<file path="src/rtl/pad_serial_emulator_pkg.sv">
// Shared types and constants for the NES/SNES controller shift-register emulator.
// Defines the frame modes, FSM states, frame lengths and button bit positions.
package pad_pkg;

  typedef enum logic {
    PAD_NES  = 1'b0,
    PAD_SNES = 1'b1
  } pad_mode_e;

  typedef enum logic [1:0] {
    IDLE  = 2'd0,
    LOAD  = 2'd1,
    SHIFT = 2'd2,
    DONE  = 2'd3
  } pad_state_e;

  localparam int unsigned NES_BITS  = 32'd8;
  localparam int unsigned SNES_BITS = 32'd16;

  localparam int unsigned NES_A     = 32'd0;
  localparam int unsigned NES_B     = 32'd1;
  localparam int unsigned NES_SEL   = 32'd2;
  localparam int unsigned NES_START = 32'd3;
  localparam int unsigned NES_UP    = 32'd4;
  localparam int unsigned NES_DOWN  = 32'd5;
  localparam int unsigned NES_LEFT  = 32'd6;
  localparam int unsigned NES_RIGHT = 32'd7;

  localparam int unsigned SNES_B     = 32'd0;
  localparam int unsigned SNES_Y     = 32'd1;
  localparam int unsigned SNES_SEL   = 32'd2;
  localparam int unsigned SNES_START = 32'd3;
  localparam int unsigned SNES_UP    = 32'd4;
  localparam int unsigned SNES_DOWN  = 32'd5;
  localparam int unsigned SNES_LEFT  = 32'd6;
  localparam int unsigned SNES_RIGHT = 32'd7;
  localparam int unsigned SNES_A     = 32'd8;
  localparam int unsigned SNES_X     = 32'd9;
  localparam int unsigned SNES_L     = 32'd10;
  localparam int unsigned SNES_R     = 32'd11;

  function automatic int unsigned frame_bits(pad_mode_e m);
    if (m == PAD_SNES) begin
      return SNES_BITS;
    end else begin
      return NES_BITS;
    end
  endfunction

endpackage

</file>
<file path="src/rtl/pad_serial_emulator_if.sv">
// Console-port and button-board signals of the pad emulator.
// master drives the console/button side, slave is the emulator itself.
interface pad_serial_emulator_if
  import pad_pkg::*;
#(
  parameter int unsigned MAX_BITS = 32'd16
);
  pad_mode_e           mode;
  logic [MAX_BITS-1:0] buttons;
  logic                pad_latch;
  logic                pad_clock;
  logic                pad_data;
  logic                poll_strobe;
  logic                connected;

  modport master (
    output mode, buttons, pad_latch, pad_clock,
    input  pad_data, poll_strobe, connected
  );

  modport slave (
    input  mode, buttons, pad_latch, pad_clock,
    output pad_data, poll_strobe, connected
  );
endinterface

</file>
<file path="src/rtl/pad_serial_emulator_sync_edge.sv">
// Multi-flop synchroniser for one asynchronous console line, followed by a
// history flop that yields one-clk rise and fall pulses.
module pad_sync_edge #(
  parameter int unsigned SYNC_STAGES = 32'd2
) (
  input  logic clk,
  input  logic reset,
  input  logic async_in,
  output logic rise,
  output logic fall
);
  logic [SYNC_STAGES-1:0] sync_r;
  logic                   prev_r;
  logic                   level_s;

  // synchroniser chain and edge-history flop
  always_ff @(posedge clk) begin
    if (reset) begin
      sync_r <= '0;
      prev_r <= 1'b0;
    end else begin
      sync_r <= {sync_r[SYNC_STAGES-2:0], async_in};
      prev_r <= level_s;
    end
  end

  assign level_s = sync_r[SYNC_STAGES-1];
  assign rise    = level_s & ~prev_r;
  assign fall    = ~level_s & prev_r;
endmodule

</file>
<file path="src/rtl/pad_serial_emulator.sv">
// NES/SNES controller emulator: loads synchronised buttons while the console
// latches and shifts them out on console clock rises, all in the board clock.
module pad_serial_emulator
  import pad_pkg::*;
#(
  parameter int unsigned MAX_BITS       = 32'd16,
  parameter int unsigned SYNC_STAGES    = 32'd2,
  parameter int unsigned TIMEOUT_CYCLES = 32'd2_000_000
) (
  input  logic                  clk,
  input  logic                  reset,
  pad_serial_emulator_if.slave  pad_if
);
  localparam int unsigned CNT_W = $clog2(MAX_BITS + 32'd1);
  localparam int unsigned TMO_W = $clog2(TIMEOUT_CYCLES + 32'd1);
  localparam logic [TMO_W-1:0] TMO_MAX = TMO_W'(TIMEOUT_CYCLES);

  logic                latch_rise_s;
  logic                latch_fall_s;
  logic                clock_rise_s;
  logic                clock_fall_unused_s;

  logic [MAX_BITS-1:0] btn_sync_r [SYNC_STAGES];
  logic [MAX_BITS-1:0] btn_sync_s;
  logic [MAX_BITS-1:0] mask_s;
  logic [CNT_W-1:0]    mode_len_s;

  pad_state_e          state_r, state_s;
  logic [MAX_BITS-1:0] sreg_r, sreg_s;
  logic [CNT_W-1:0]    cnt_r, cnt_s;
  logic [CNT_W-1:0]    frame_len_r, frame_len_s;
  logic                poll_strobe_s;
  logic                pad_data_s;

  logic                pad_data_r;
  logic                poll_strobe_r;
  logic                connected_r;
  logic [TMO_W-1:0]    tmo_cnt_r;

  pad_sync_edge #(.SYNC_STAGES(SYNC_STAGES)) u_latch_sync (
    .clk      (clk),
    .reset    (reset),
    .async_in (pad_if.pad_latch),
    .rise     (latch_rise_s),
    .fall     (latch_fall_s)
  );

  pad_sync_edge #(.SYNC_STAGES(SYNC_STAGES)) u_clock_sync (
    .clk      (clk),
    .reset    (reset),
    .async_in (pad_if.pad_clock),
    .rise     (clock_rise_s),
    .fall     (clock_fall_unused_s)
  );

  // plain synchroniser chain for the button bus
  always_ff @(posedge clk) begin
    if (reset) begin
      for (int i = 0; i < int'(SYNC_STAGES); i++) begin
        btn_sync_r[i] <= '0;
      end
    end else begin
      btn_sync_r[0] <= pad_if.buttons;
      for (int i = 1; i < int'(SYNC_STAGES); i++) begin
        btn_sync_r[i] <= btn_sync_r[i-1];
      end
    end
  end

  assign btn_sync_s = btn_sync_r[SYNC_STAGES-1];

  // SNES length is clamped so a narrow build never counts past its register
  assign mode_len_s = (frame_bits(pad_if.mode) > MAX_BITS) ? CNT_W'(MAX_BITS)
                                                            : CNT_W'(frame_bits(pad_if.mode));

  // keep only the bits belonging to the current frame length
  always_comb begin
    mask_s = '0;
    for (int i = 0; i < int'(MAX_BITS); i++) begin
      mask_s[i] = (CNT_W'(i) < frame_len_r);
    end
  end

  // FSM state and datapath registers
  always_ff @(posedge clk) begin
    if (reset) begin
      state_r       <= IDLE;
      sreg_r        <= '0;
      cnt_r         <= '0;
      frame_len_r   <= CNT_W'(NES_BITS);
      poll_strobe_r <= 1'b0;
      pad_data_r    <= 1'b1;
    end else begin
      state_r       <= state_s;
      sreg_r        <= sreg_s;
      cnt_r         <= cnt_s;
      frame_len_r   <= frame_len_s;
      poll_strobe_r <= poll_strobe_s;
      pad_data_r    <= pad_data_s;
    end
  end

  // next state; a latch rise aborts whatever frame is in progress
  always_comb begin
    state_s       = state_r;
    sreg_s        = sreg_r;
    cnt_s         = cnt_r;
    frame_len_s   = frame_len_r;
    poll_strobe_s = 1'b0;
    if (latch_rise_s) begin
      state_s     = LOAD;
      frame_len_s = mode_len_s;
      cnt_s       = '0;
    end else begin
      case (state_r)
        IDLE: state_s = IDLE;
        LOAD: begin
          if (latch_fall_s) begin
            cnt_s   = '0;
            state_s = SHIFT;
          end else begin
            sreg_s = btn_sync_s & mask_s;
          end
        end
        SHIFT: begin
          if (clock_rise_s) begin
            sreg_s = {1'b0, sreg_r[MAX_BITS-1:1]};
            cnt_s  = cnt_r + CNT_W'(1);
            if (cnt_s == frame_len_r) begin
              poll_strobe_s = 1'b1;
              state_s       = DONE;
            end else begin
              state_s = SHIFT;
            end
          end else begin
            state_s = SHIFT;
          end
        end
        DONE:    state_s = DONE;
        default: state_s = IDLE;
      endcase
    end
  end

  // wire level is active-low; after the last bit a real pad returns 1s (line low)
  always_comb begin
    pad_data_s = 1'b1;
    case (state_r)
      IDLE:    pad_data_s = 1'b1;
      LOAD:    pad_data_s = ~sreg_r[0];
      SHIFT:   pad_data_s = ~sreg_r[0];
      DONE:    pad_data_s = 1'b0;
      default: pad_data_s = 1'b1;
    endcase
  end

  // console-presence timeout, saturating at TIMEOUT_CYCLES
  always_ff @(posedge clk) begin
    if (reset) begin
      tmo_cnt_r   <= '0;
      connected_r <= 1'b0;
    end else if (latch_rise_s) begin
      tmo_cnt_r   <= '0;
      connected_r <= 1'b1;
    end else if (tmo_cnt_r != TMO_MAX) begin
      tmo_cnt_r   <= tmo_cnt_r + TMO_W'(1);
      connected_r <= connected_r & ((tmo_cnt_r + TMO_W'(1)) != TMO_MAX);
    end else begin
      tmo_cnt_r   <= tmo_cnt_r;
      connected_r <= 1'b0;
    end
  end

  assign pad_if.pad_data    = pad_data_r;
  assign pad_if.poll_strobe = poll_strobe_r;
  assign pad_if.connected   = connected_r;
endmodule

</file>
<file path="src/flat_wrapper.sv">
// flat-port wrapper written by rule: the top's interface ports become plain ports
module pad_serial_emulator_flat import pad_pkg::*;
#(
  parameter int unsigned MAX_BITS       = 32'd16,
  parameter int unsigned SYNC_STAGES    = 32'd2,
  parameter int unsigned TIMEOUT_CYCLES = 32'd2_000_000
)
  (clk, reset, pad_if_mode, pad_if_buttons, pad_if_pad_latch, pad_if_pad_clock, pad_if_pad_data, pad_if_poll_strobe, pad_if_connected);
  pad_serial_emulator_if #(.MAX_BITS(MAX_BITS)) pad_if_i ();
  input  logic clk;
  input  logic reset;
  input wire logic [$bits(pad_if_i.mode)-1:0] pad_if_mode;
  input wire logic [$bits(pad_if_i.buttons)-1:0] pad_if_buttons;
  input wire logic [$bits(pad_if_i.pad_latch)-1:0] pad_if_pad_latch;
  input wire logic [$bits(pad_if_i.pad_clock)-1:0] pad_if_pad_clock;
  output wire logic [$bits(pad_if_i.pad_data)-1:0] pad_if_pad_data;
  output wire logic [$bits(pad_if_i.poll_strobe)-1:0] pad_if_poll_strobe;
  output wire logic [$bits(pad_if_i.connected)-1:0] pad_if_connected;
  assign pad_if_i.mode = pad_if_mode;
  assign pad_if_i.buttons = pad_if_buttons;
  assign pad_if_i.pad_latch = pad_if_pad_latch;
  assign pad_if_i.pad_clock = pad_if_pad_clock;
  assign pad_if_pad_data = pad_if_i.pad_data;
  assign pad_if_poll_strobe = pad_if_i.poll_strobe;
  assign pad_if_connected = pad_if_i.connected;
  pad_serial_emulator #(.MAX_BITS(MAX_BITS), .SYNC_STAGES(SYNC_STAGES), .TIMEOUT_CYCLES(TIMEOUT_CYCLES)) u_core (.clk(clk), .reset(reset), .pad_if(pad_if_i));
endmodule
</file>
<file path="config.mk">
export PLATFORM = sky130hd
export DESIGN_NAME = pad_serial_emulator_flat
export DESIGN_NICKNAME = d
export VERILOG_FILES = /design/src/rtl/pad_serial_emulator_pkg.sv /design/src/rtl/pad_serial_emulator_if.sv /design/src/rtl/pad_serial_emulator_sync_edge.sv /design/src/rtl/pad_serial_emulator.sv /design/src/flat_wrapper.sv
export SDC_FILE = /design/constraint.sdc
export NUM_CORES = 1
export LEC_CHECK = 0
export ABC_AREA = 0
export CORE_MARGIN = 2
export CORE_UTILIZATION = 50
export CTS_CLUSTER_SIZE = 14
export DETAILED_ROUTE_END_ITERATION = 7
export PLACE_DENSITY_LB_ADDON = 0.08
export SETUP_SLACK_MARGIN = 0.3
export SYNTH_ARGS = -nofsm -noshare
export SYNTH_HDL_FRONTEND = slang
export SYNTH_SLANG_ARGS = --single-unit
</file>
<file path="constraint.sdc">
create_clock -name clk -period 2.1 [get_ports clk]
set_clock_uncertainty 0.05 [all_clocks]
set_input_delay 0.63 -clock clk [delete_from_list [all_inputs] [get_ports clk]]
set_output_delay 0.63 -clock clk [all_outputs]
set_load 0.01 [all_outputs]
</file>
## Word-level counts from Yosys, hierarchy flattened

Memories as Yosys holds them, arrays and structs flattened.
Index checks and enable logic that the tools add are counted.

- Output and inout port bits: 3
- Memories kept: 1
- RAM bits: 32
- Register bits: 58
- Bits of input ports: 21

Memory list:

| memory | depth | width | rd ports | clocked after memory_dff | wr ports | line | source |
|---|---|---|---|---|---|---|---|
| u_core.btn_sync_r | 2 | 16 | 2 | 0 | 2 | pad_serial_emulator.sv:23 | `logic [MAX_BITS-1:0] btn_sync_r [SYNC_STAGES];` |

- Mux-type cells: 22
- Reductions and logical operators: 7
- Magnitude comparators: 17
- Bitwise logic cells: 14
- Equality and inequality tests: 10
- Add/subtract/negate cells: 2

Operators with widths:

| cell | count |
|---|---|
| $mux 16 | 4 |
| $ne 21x21->1 const B | 2 |
| $lt 4x5->1 const A | 8 |
| $pmux 16 s2 | 1 |
| $add 21x1->21 const B | 1 |
| $lt 3x5->1 const A | 4 |
| $mux 5 | 4 |
| $and 16x16->16 | 1 |
| $lt 1x5->1 const A | 2 |
| $lt 2x5->1 const A | 2 |
| $pmux 5 s2 | 1 |
| $mux 1 | 9 |
| $pmux 2 s4 | 1 |
| $not 1->1 | 7 |
| $add 5x1->5 const B | 1 |
| $eq 5x5->1 | 1 |
| $gt 5x5->1 const B | 1 |
| $and 1x1->1 | 4 |
| $eq 2x2->1 const B | 2 |
| $ne 2x1->1 const B | 2 |
| $reduce_and 4->1 | 1 |
| $reduce_or 2->1 | 2 |
| $reduce_or 4->1 | 1 |
| $ne 3x1->1 const B | 1 |
| 8 further kinds | 9 |

## Logic depth before layout (Yosys ltp)

Gate-level depths: netlist of run 1.

- Word-level depth: 6
- Depth in mapped cells: 8

## Cells and area by module

From an unflattened synthesis of run 1, not the netlist that was laid out.

- Cells, all modules: 396
- Area, all modules: 3,599.7 um^2

By module, submodules not included:

| module | area an instance (um^2) | cells an instance | times used |
|---|---|---|---|
| pad_serial_emulator | 3,417.0 | 380 | 1 |
| pad_sync_edge | 91.3 | 8 | 2 |

## Worst setup path before layout of run 1

Ideal clock, no wire load.

- Path kind: register -> register
- From: register u_core.tmo_cnt_r[1]
- To: register u_core.connected_r (netlist: u_core.pad_if.connected)
- Arrival time: 1,764 ps
- Setup time: 120 ps
- Period minus slack after synthesis: 1,933 ps
- Path buffers: 0
- Stages on the path, launching flop included: 7
- Slack: 167 ps
- Cells stage by stage: dfxtp_1 > ha_1 > nand4_4 > nor4_4 > mux2_1 > o2111ai_1 > o31a_1

- Longest elaborated chain between the ends: 5
- Elaborated cells on any way between the ends: 6

Ends and longest elaborated chain:

| what | line | source |
|---|---|---|
| start, declared | pad_serial_emulator.sv:38 | `logic [TMO_W-1:0] tmo_cnt_r;` |
| start signal, assigned | pad_serial_emulator.sv:166 | `tmo_cnt_r <= tmo_cnt_r + TMO_W'(1);` |
| start signal, assigned | pad_serial_emulator.sv:169 | `tmo_cnt_r <= tmo_cnt_r;` |
| $add 21x1->21 | pad_serial_emulator.sv:167 | `connected_r <= connected_r & ((tmo_cnt_r + TMO_W'(1)) != TMO_MAX);` |
| $ne 21x21->1 | pad_serial_emulator.sv:167 |  |
| $and 1x1->1 | pad_serial_emulator.sv:167 |  |
| $mux 1 (*) | pad_serial_emulator.sv:165 | `end else if (tmo_cnt_r != TMO_MAX) begin` |
| $mux 1 (*) | pad_serial_emulator.sv:162 | `end else if (latch_rise_s) begin` |
| end signal, assigned | pad_serial_emulator.sv:167 |  |
| end, declared | pad_serial_emulator.sv:37 | `logic connected_r;` |

Every way passes the cells marked *; elsewhere a longest branch is shown, timed or not.
A chain may end at the register's enable or synchronous reset.

## Worst setup path in the final report of run 1

- From: register u_core.tmo_cnt_r[5]
- To: register u_core.connected_r (netlist: u_core.pad_if.connected)

Same word-level chain as after synthesis.

==> metrics, run 1 <==
Placer Congestion 0.896; synth unique cells 54; final hold vios 0; Worst path slowest cell or4_4; worst slew pin tran between 0.5 and 0.6 ns; First-pass DRT Iterations 5; max capacitance violation total 0; DRC viols 0; Inst Count DP just over 500; CTS Hold Bufs 0; IO Port Bufs 23; die area a little under 8000 µm²; CP max FO 6; initial core utilization 50.9%; static leakage ~1.6 nW; # diodes 0; clock slew at reported path FFs about 0.09 ns; die height between 80 and 90 µm; CTS tree yes; Final nets between 400 and 500; largest net degree at the start of global routing 33; Setup CP Type reg2reg; Placeable Area slightly above 7000 µm²; r2r worst-path depth 5; Syn Inst Count about 390; relative slew slack between 60% and 70%; Final ANT Viol Nets 0; Root Buffer clkbuf_8; clock sinks just under 90; Synth Area per Inst between 9 and 10 µm²; worst skew pair latency 0.36 ns; Comb pwr share under 10%; Post-synth EDFFs 0; setup TNS 0 ns; placed inst area about 4000 µm²; register share of total power between 50% and 60%; Mapped Nets 418; share of layout cells above drive strength 1 about 18%; final cell count without fillers 529; routed len/inst 13.3 µm; CP Buf/Inv Count 0; Primary FF master, synth dfxtp_1; vias per cell approximately 5.2; Max Clock Freq around 550 MHz; final setup fails 0; Worst Hold End u_core.btn_sync_r[0][27]; critical path endpoint category flop; TritonCTS Buffers 9; initial antenna violation count 0; Critical R2R Launch u_core.tmo_cnt_r[5]; hold_sp u_core.btn_sync_r[0][11]; Net Sw Frac ~23%; HP Class reg2reg; Cell Int Power between 2 and 2.5 mW; sequential-to-total area share from yosys stat roughly 48%; R2R Setup Slk 0.29 ns; Die X-Extent 89.2 µm; share of the synthesized area in the top cell type between 40 and 50%; DP Wirelength around 4400 µm; Routed WL 7030 µm; CP arrival 2.02 ns; Clk network pwr share about two fifths; PwrDens 715 nW/µm²; Worst EP required between 2 and 2.5 ns; GRT Resource Usage Total around 18%; # H-tree levels 3; status complete, no violations; final core utilization about 62%; delay of the slowest critical-path stage about 0.48 ns; Iter 0 DRT Violations 108; unrepaired setup endpoints after global routing true; fin crit share a little under nine tenths; Remaining Overflow, GRT 0; sw power 716 µW; CP cell instances nand4_4 > or4_4 > nor3b_4 > o211ai_1 > o31a_1; number of global-route vias before repair between 2,000 and 3,000; area added between synthesis and finish 22.4%; post-layout minimum cycle time about 1.8 ns; Hold WS 0.390 ns; R2R Path End u_core.pad_if.connected; Power, Total 3.18 mW; global-route wire length before repair about 11,000 µm; row count 31; design area between 4000 and 5000 µm²; worst vdd ir between 0.5 and 0.6 mV; synth top area cells dfxtp_1, nor2b_1, nor2_1; Final WS setup around 0.29 ns; CTS Buffer Depth 2; Synth async-reset ratio 0%; IO Pins 24; pre-CTS WS between 0.2 and 0.25 ns; Mapped Area 3630 µm²; Slew Viols, Final 0; total number of vias 2,763; WHS Path Cells 1; CP Launch Type flop; CP delay by family, top simple AND/OR/NAND/NOR gates; register bit total from synthesis between 80 and 90; Syn. warnings 0; largest area contributor in the netlist dfxtp_1
==> per-layer routing <==
layer  part of all wire [%]  GRT usage [%]  vias to the layer above
met3                    3.3           5.17                       16
met5                      0              0                        -
met1                     46           23.4                     1285
met4                    2.4           7.33                        0
li1                       -              -                     1408
met2                     48           29.2                       54
==> Yosys cell counts (all sizes together), types with 2 or more instances <==
| cell | n |
|---|---|
| a211oi | 17 |
| a21boi | 2 |
| a21oi | 17 |
| a221oi | 2 |
| a22oi | 8 |
| and2 | 2 |
| and3 | 4 |
| and4 | 2 |
| buf | 8 |
| clkbuf | 13 |
| dfxtp | 87 |
| ha | 8 |
| inv | 8 |
| mux2 | 2 |
| mux2i | 3 |
| nand2 | 25 |
| nand2b | 6 |
| nand3 | 16 |
| nand3b | 2 |
| nand4 | 4 |
| nor2 | 45 |
| nor2b | 41 |
| nor3 | 7 |
| nor3b | 12 |
| nor4 | 2 |
| o211ai | 2 |
| o21ai | 5 |
| o31ai | 2 |
| or2 | 2 |
| xnor2 | 13 |
| xor2 | 10 |
==> worst max-delay path by stage <==
stage / startpoint / endpoint / slack (ns) / cells after the start
after floorplan: u_core.tmo_cnt_r[0] / u_core.tmo_cnt_r[14] / 0.33 / 8
after CTS: u_core.tmo_cnt_r[0] / u_core.tmo_cnt_r[5] / 0.30 / 7
after detailed placement: u_core.tmo_cnt_r[4] / u_core.pad_if.connected / 0.21 / 5
after global placement: u_core.tmo_cnt_r[4] / u_core.pad_if.connected / 0.26 / 5
after global routing: u_core.tmo_cnt_r[5] / u_core.pad_if.connected / 0.22 / 5
final: u_core.tmo_cnt_r[5] / u_core.pad_if.connected / 0.29 / 5
==> worst reg2reg max path: cells and delay by family, from the launching register on <==
family           cells  cell delay, ns
AO/OA/AOI/OAI        2            0.36
flip-flops           1            0.43
AND/OR/NAND/NOR      3            0.87
==> final cells by class <==
cell class,count,area (µm²)
fillers,641,2690
repair buffers,47,432
well taps,99,124
flip-flops and latches,87,1780
clock buffers,9,124
multi-input cells,273,1870
inverters,8,30.0
clock inverters,6,92.6
==> power by group through the flow <==
stage               logic (mW)  clock network [mW]  registers [mW]
floorplan                0.108                   0            1.75
global placement         0.168                   0            1.76
detailed placement       0.171                   0            1.76
CTS                      0.172                1.31            1.72
global route             0.208                1.39            1.72
finish                   0.185                1.28            1.71
==> placed cells by master (no fill, tap or decap), types with 3 or more instances in the layout <==
cell type | Yosys | final
nand3_1 | 16 | 16
nor2_1 | 45 | 45
dfxtp_4 | 0 | 7
dfxtp_1 | 87 | 73
nor3b_1 | 11 | 11
a22oi_1 | 8 | 8
xor2_1 | 10 | 10
a21oi_1 | 17 | 17
clkbuf_8 | 0 | 9
nand4_4 | 1 | 3
clkdlybuf4s50_1 | 0 | 19
nand2_1 | 25 | 25
xnor2_1 | 13 | 13
a211oi_1 | 17 | 16
nor3_1 | 7 | 6
dfxtp_2 | 0 | 7
mux2i_1 | 3 | 3
ha_1 | 8 | 5
inv_1 | 8 | 7
o21ai_0 | 4 | 4
nor2b_1 | 41 | 41
dlygate4sd2_1 | 0 | 3
and3_1 | 4 | 4
nand2b_1 | 6 | 6
buf_4 | 4 | 22
==> sequential cells by signal, indices dropped and copies added (netlist names) <==
signal,count
u_core.btn_sync_r,32
u_core.tmo_cnt_r,21
u_core.sreg_r,16
u_core.cnt_r,5
u_core.frame_len_r,2
u_core.state_r,2
u_core.u_clock_sync.sync_r,2
u_core.u_latch_sync.sync_r,2
u_core.pad_if.connected,1
u_core.pad_if.pad_data,1
u_core.pad_if.poll_strobe,1
u_core.u_clock_sync.prev_r,1
u_core.u_latch_sync.prev_r,1
==> what timing repair did <==
action / in CTS / in global routing
resized for setup: 13 / 28
gates cloned: 0 / 1
buffers inserted: 0 / 9
endpoints found under the setup margin: 17 / 33
pin swaps: 1 / 3
==> cell families (layout without fill, tap and decap cells) <==
kind of cell | count (synthesis) | in the layout | synth area share (%)
multiplexers | 5 | 5 | 1.45
AND/OR/NAND/NOR | 176 | 176 | 27.2
XOR/XNOR | 23 | 23 | 5.55
AO/OA/AOI/OAI | 61 | 61 | 11.6
flip-flops | 87 | 87 | 48.0
buffers and inverters | 29 | 70 | 3.48
adder cells (fa/ha/maj) | 8 | 8 | 2.76
Power figures use the tool's default switching activity.
==> run 2: changes to the inputs <==
--- a/config.mk
+++ b/config.mk
@@ -6,6 +6,7 @@
 export NUM_CORES = 1
 export LEC_CHECK = 0
 export ABC_AREA = 0
+export CORE_ASPECT_RATIO = 0.7
 export CORE_MARGIN = 2
 export CORE_UTILIZATION = 50
 export CTS_CLUSTER_SIZE = 14
==> metrics, run 2 (same netlist as run 1, synthesis figures left out) <==
Clk network pwr share 39.7% (was 40.3%); number of global-route vias before repair 2,443 (was 2,505); global-route wire length before repair 11,900 µm (was 11,200 µm); routed len/inst 13.9 µm (was 13.3 µm); # H-tree levels 3 (unchanged); CP Launch Type flop (unchanged); Max Clock Freq 547 MHz (was 553 MHz); Final nets 462 (was 455); commonest non-fill, non-tap cells in the layout dfxtp_1, nor2_1, nor2b_1 (unchanged); CP arrival 2.04 ns (was 2.02 ns); clock sinks 87 (unchanged); IO Port Bufs 23 (unchanged); HP Class reg2reg (unchanged); sw power 670 µW (was 716 µW); worst vdd ir 0.451 mV (was 0.552 mV); share of layout cells above drive strength 1 18.5% (was 17.9%); vias per cell 5.28 (was 5.22); Iter 0 DRT Violations 147 (was 108); IO Pins 24 (unchanged); CP Buf/Inv Count 0 (unchanged); critical path endpoint category flop (unchanged); unrepaired setup endpoints after global routing true (unchanged); setup TNS 0 ns (unchanged); pre-CTS WS 0.181 ns (was 0.206 ns); status complete, no violations (unchanged); Root Buffer clkbuf_8 (unchanged); First-pass DRT Iterations 4 (was 5); CTS tree yes (unchanged); clock slew at reported path FFs 0.08 ns (was 0.09 ns); GRT Resource Usage Total 19.8% (was 18.3%); Top reg by flops u_core.btn_sync_r (unchanged); most common cell after layout, fill and taps aside dfxtp_1 (unchanged); Net Sw Frac 21.3% (was 22.5%); Worst path slowest cell or4_4 (unchanged); Setup CP Type reg2reg (unchanged); max capacitance violation total 0 (unchanged); largest net degree at the start of global routing 34 (was 33); Placeable Area 6880 µm² (was 7140 µm²); start point of the critical path u_core.tmo_cnt_r[10] (was u_core.tmo_cnt_r[5]); row count 25 (was 31); CTS Hold Bufs 0 (unchanged); Critical R2R Launch u_core.tmo_cnt_r[10] (was u_core.tmo_cnt_r[5]); # diodes 0 (unchanged); CTS Buffer Depth 2 (unchanged); Remaining Overflow, GRT 0 (unchanged); Worst EP required 2.31 ns (about the same); Crit. path cell count 5 (unchanged); Top Registers u_core.btn_sync_r (32), u_core.tmo_cnt_r (21), u_core.sreg_r (16) (unchanged); delay of the slowest critical-path stage 0.58 ns (was 0.48 ns); CP cell instances nand3_2 > or4_4 > nor3b_4 > o211ai_1 > o31a_1 (was nand4_4 > or4_4 > nor3b_4 > o211ai_1 > o31a_1); final hold vios 0 (unchanged); register share of total power 54.3% (was 53.9%); worst skew pair latency 0.36 ns (about the same); fin crit share 87.0% (was 86.2%); Critical Path End u_core.pad_if.connected (unchanged); CP delay by family, top simple AND/OR/NAND/NOR gates (unchanged); die height 75.3 µm (was 89.2 µm); DRC viols 0 (unchanged); Die X-Extent 106 µm (was 89.2 µm); TritonCTS Buffers 9 (unchanged); Final ANT Viol Nets 0 (unchanged); relative slew slack 63.6% (was 61.6%); Largest register FFs 32 (unchanged); Cell Int Power 2.48 mW (was 2.46 mW); R2R Path End u_core.pad_if.connected (unchanged); Placer Congestion 0.938 (was 0.896); initial core utilization 52.7% (was 50.9%); WHS Path Cells 1 (unchanged); CP max FO 6 (unchanged); post-layout minimum cycle time 1.83 ns (was 1.81 ns); initial antenna violation count 0 (unchanged); DP Wirelength 4900 µm (was 4390 µm); area added between synthesis and finish 22.5% (was 22.4%); die area 7970 µm² (was 7960 µm²); r2r worst-path depth 5 (unchanged); Slew Viols, Final 0 (unchanged); Routed WL 7400 µm (was 7030 µm); total number of vias 2,802 (was 2,763); static leakage 1.62 nW (was 1.59 nW); worst slew pin tran 0.544 ns (was 0.574 ns); PwrDens 708 nW/µm² (was 715 nW/µm²); R2R Setup Slk 0.27 ns (was 0.29 ns); Comb pwr share 6.0% (was 5.8%); final setup fails 0 (unchanged); Final WS setup 0.272 ns (was 0.291 ns)
-- run 2: changes by cell type in the layout (fill, tap and decap cells not counted), moves of 2 or more --
| cell | previous run | this run |
|---|---|---|
| dfxtp_2 | 7 | 4 |
| nand3_2 | 0 | 2 |
| clkinvlp_4 | 2 | 0 |
| dfxtp_4 | 7 | 10 |
| nand3_1 | 16 | 14 |
| inv_6 | 2 | 0 |
| clkinv_2 | 0 | 2 |
| buf_4 | 22 | 30 |
-- run 2: stage by stage --
stage	power, mW	hold slack [ns]	utilization [%]	area [µm²]	std cells
final	3.15	0.390	64.6	4450	531
after global routing	3.28	0.413	64.6	4450	531
after CTS	3.19	0.394	61.9	4260	515
after detailed placement	1.93	0.374	58.2	4000	500
after global placement	1.93	0.370	58.2	4000	500
after floorplan	1.86	0.364	-	3640	389
-- run 2: cell type report --
cell class,instances,area [µm²]
multi-input cells,273,1850
clock inverters,4,70.1
flip-flops and latches,87,1780
repair buffers,54,458
inverters,8,30.0
clock buffers,11,141
fillers,574,2430
well taps,94,118
-- run 2: power by group through the flow --
stage                     clock (mW)  sequential, mW  combinational [mW]
after floorplan                    0            1.75               0.108
after global routing            1.35            1.72               0.211
after detailed placement           0            1.76               0.174
after global placement             0            1.76               0.171
after CTS                       1.30            1.72               0.175
final                           1.25            1.71               0.188
-- run 2: worst min path at each step --
| stage | startpoint | to | slack [ns] |
|---|---|---|---|
| floorplan | u_core.btn_sync_r[0][0] | u_core.btn_sync_r[0][16] | 0.36 |
| global placement | u_core.btn_sync_r[0][13] | u_core.btn_sync_r[0][29] | 0.37 |
| detailed placement | u_core.btn_sync_r[0][15] | u_core.btn_sync_r[0][31] | 0.37 |
| CTS | u_core.btn_sync_r[0][15] | u_core.btn_sync_r[0][31] | 0.39 |
| global route | u_core.btn_sync_r[0][6] | u_core.btn_sync_r[0][22] | 0.41 |
| finish | u_core.btn_sync_r[0][15] | u_core.btn_sync_r[0][31] | 0.39 |
-- run 2: repair_timing --
item                                    in CTS  in global routing
buffers inserted                             0                 16
pin swaps                                    1                 11
endpoints found under the setup margin      19                 32
gates resized for setup                     20                 18
-- run 2: metal layers --
metal,track usage [%],share of wire [%],vias up
met5,0,0,-
met4,7.02,1.4,0
met3,7.01,4.6,10
met2,27.6,42,53
met1,28.2,52,1317
li1,-,-,1422
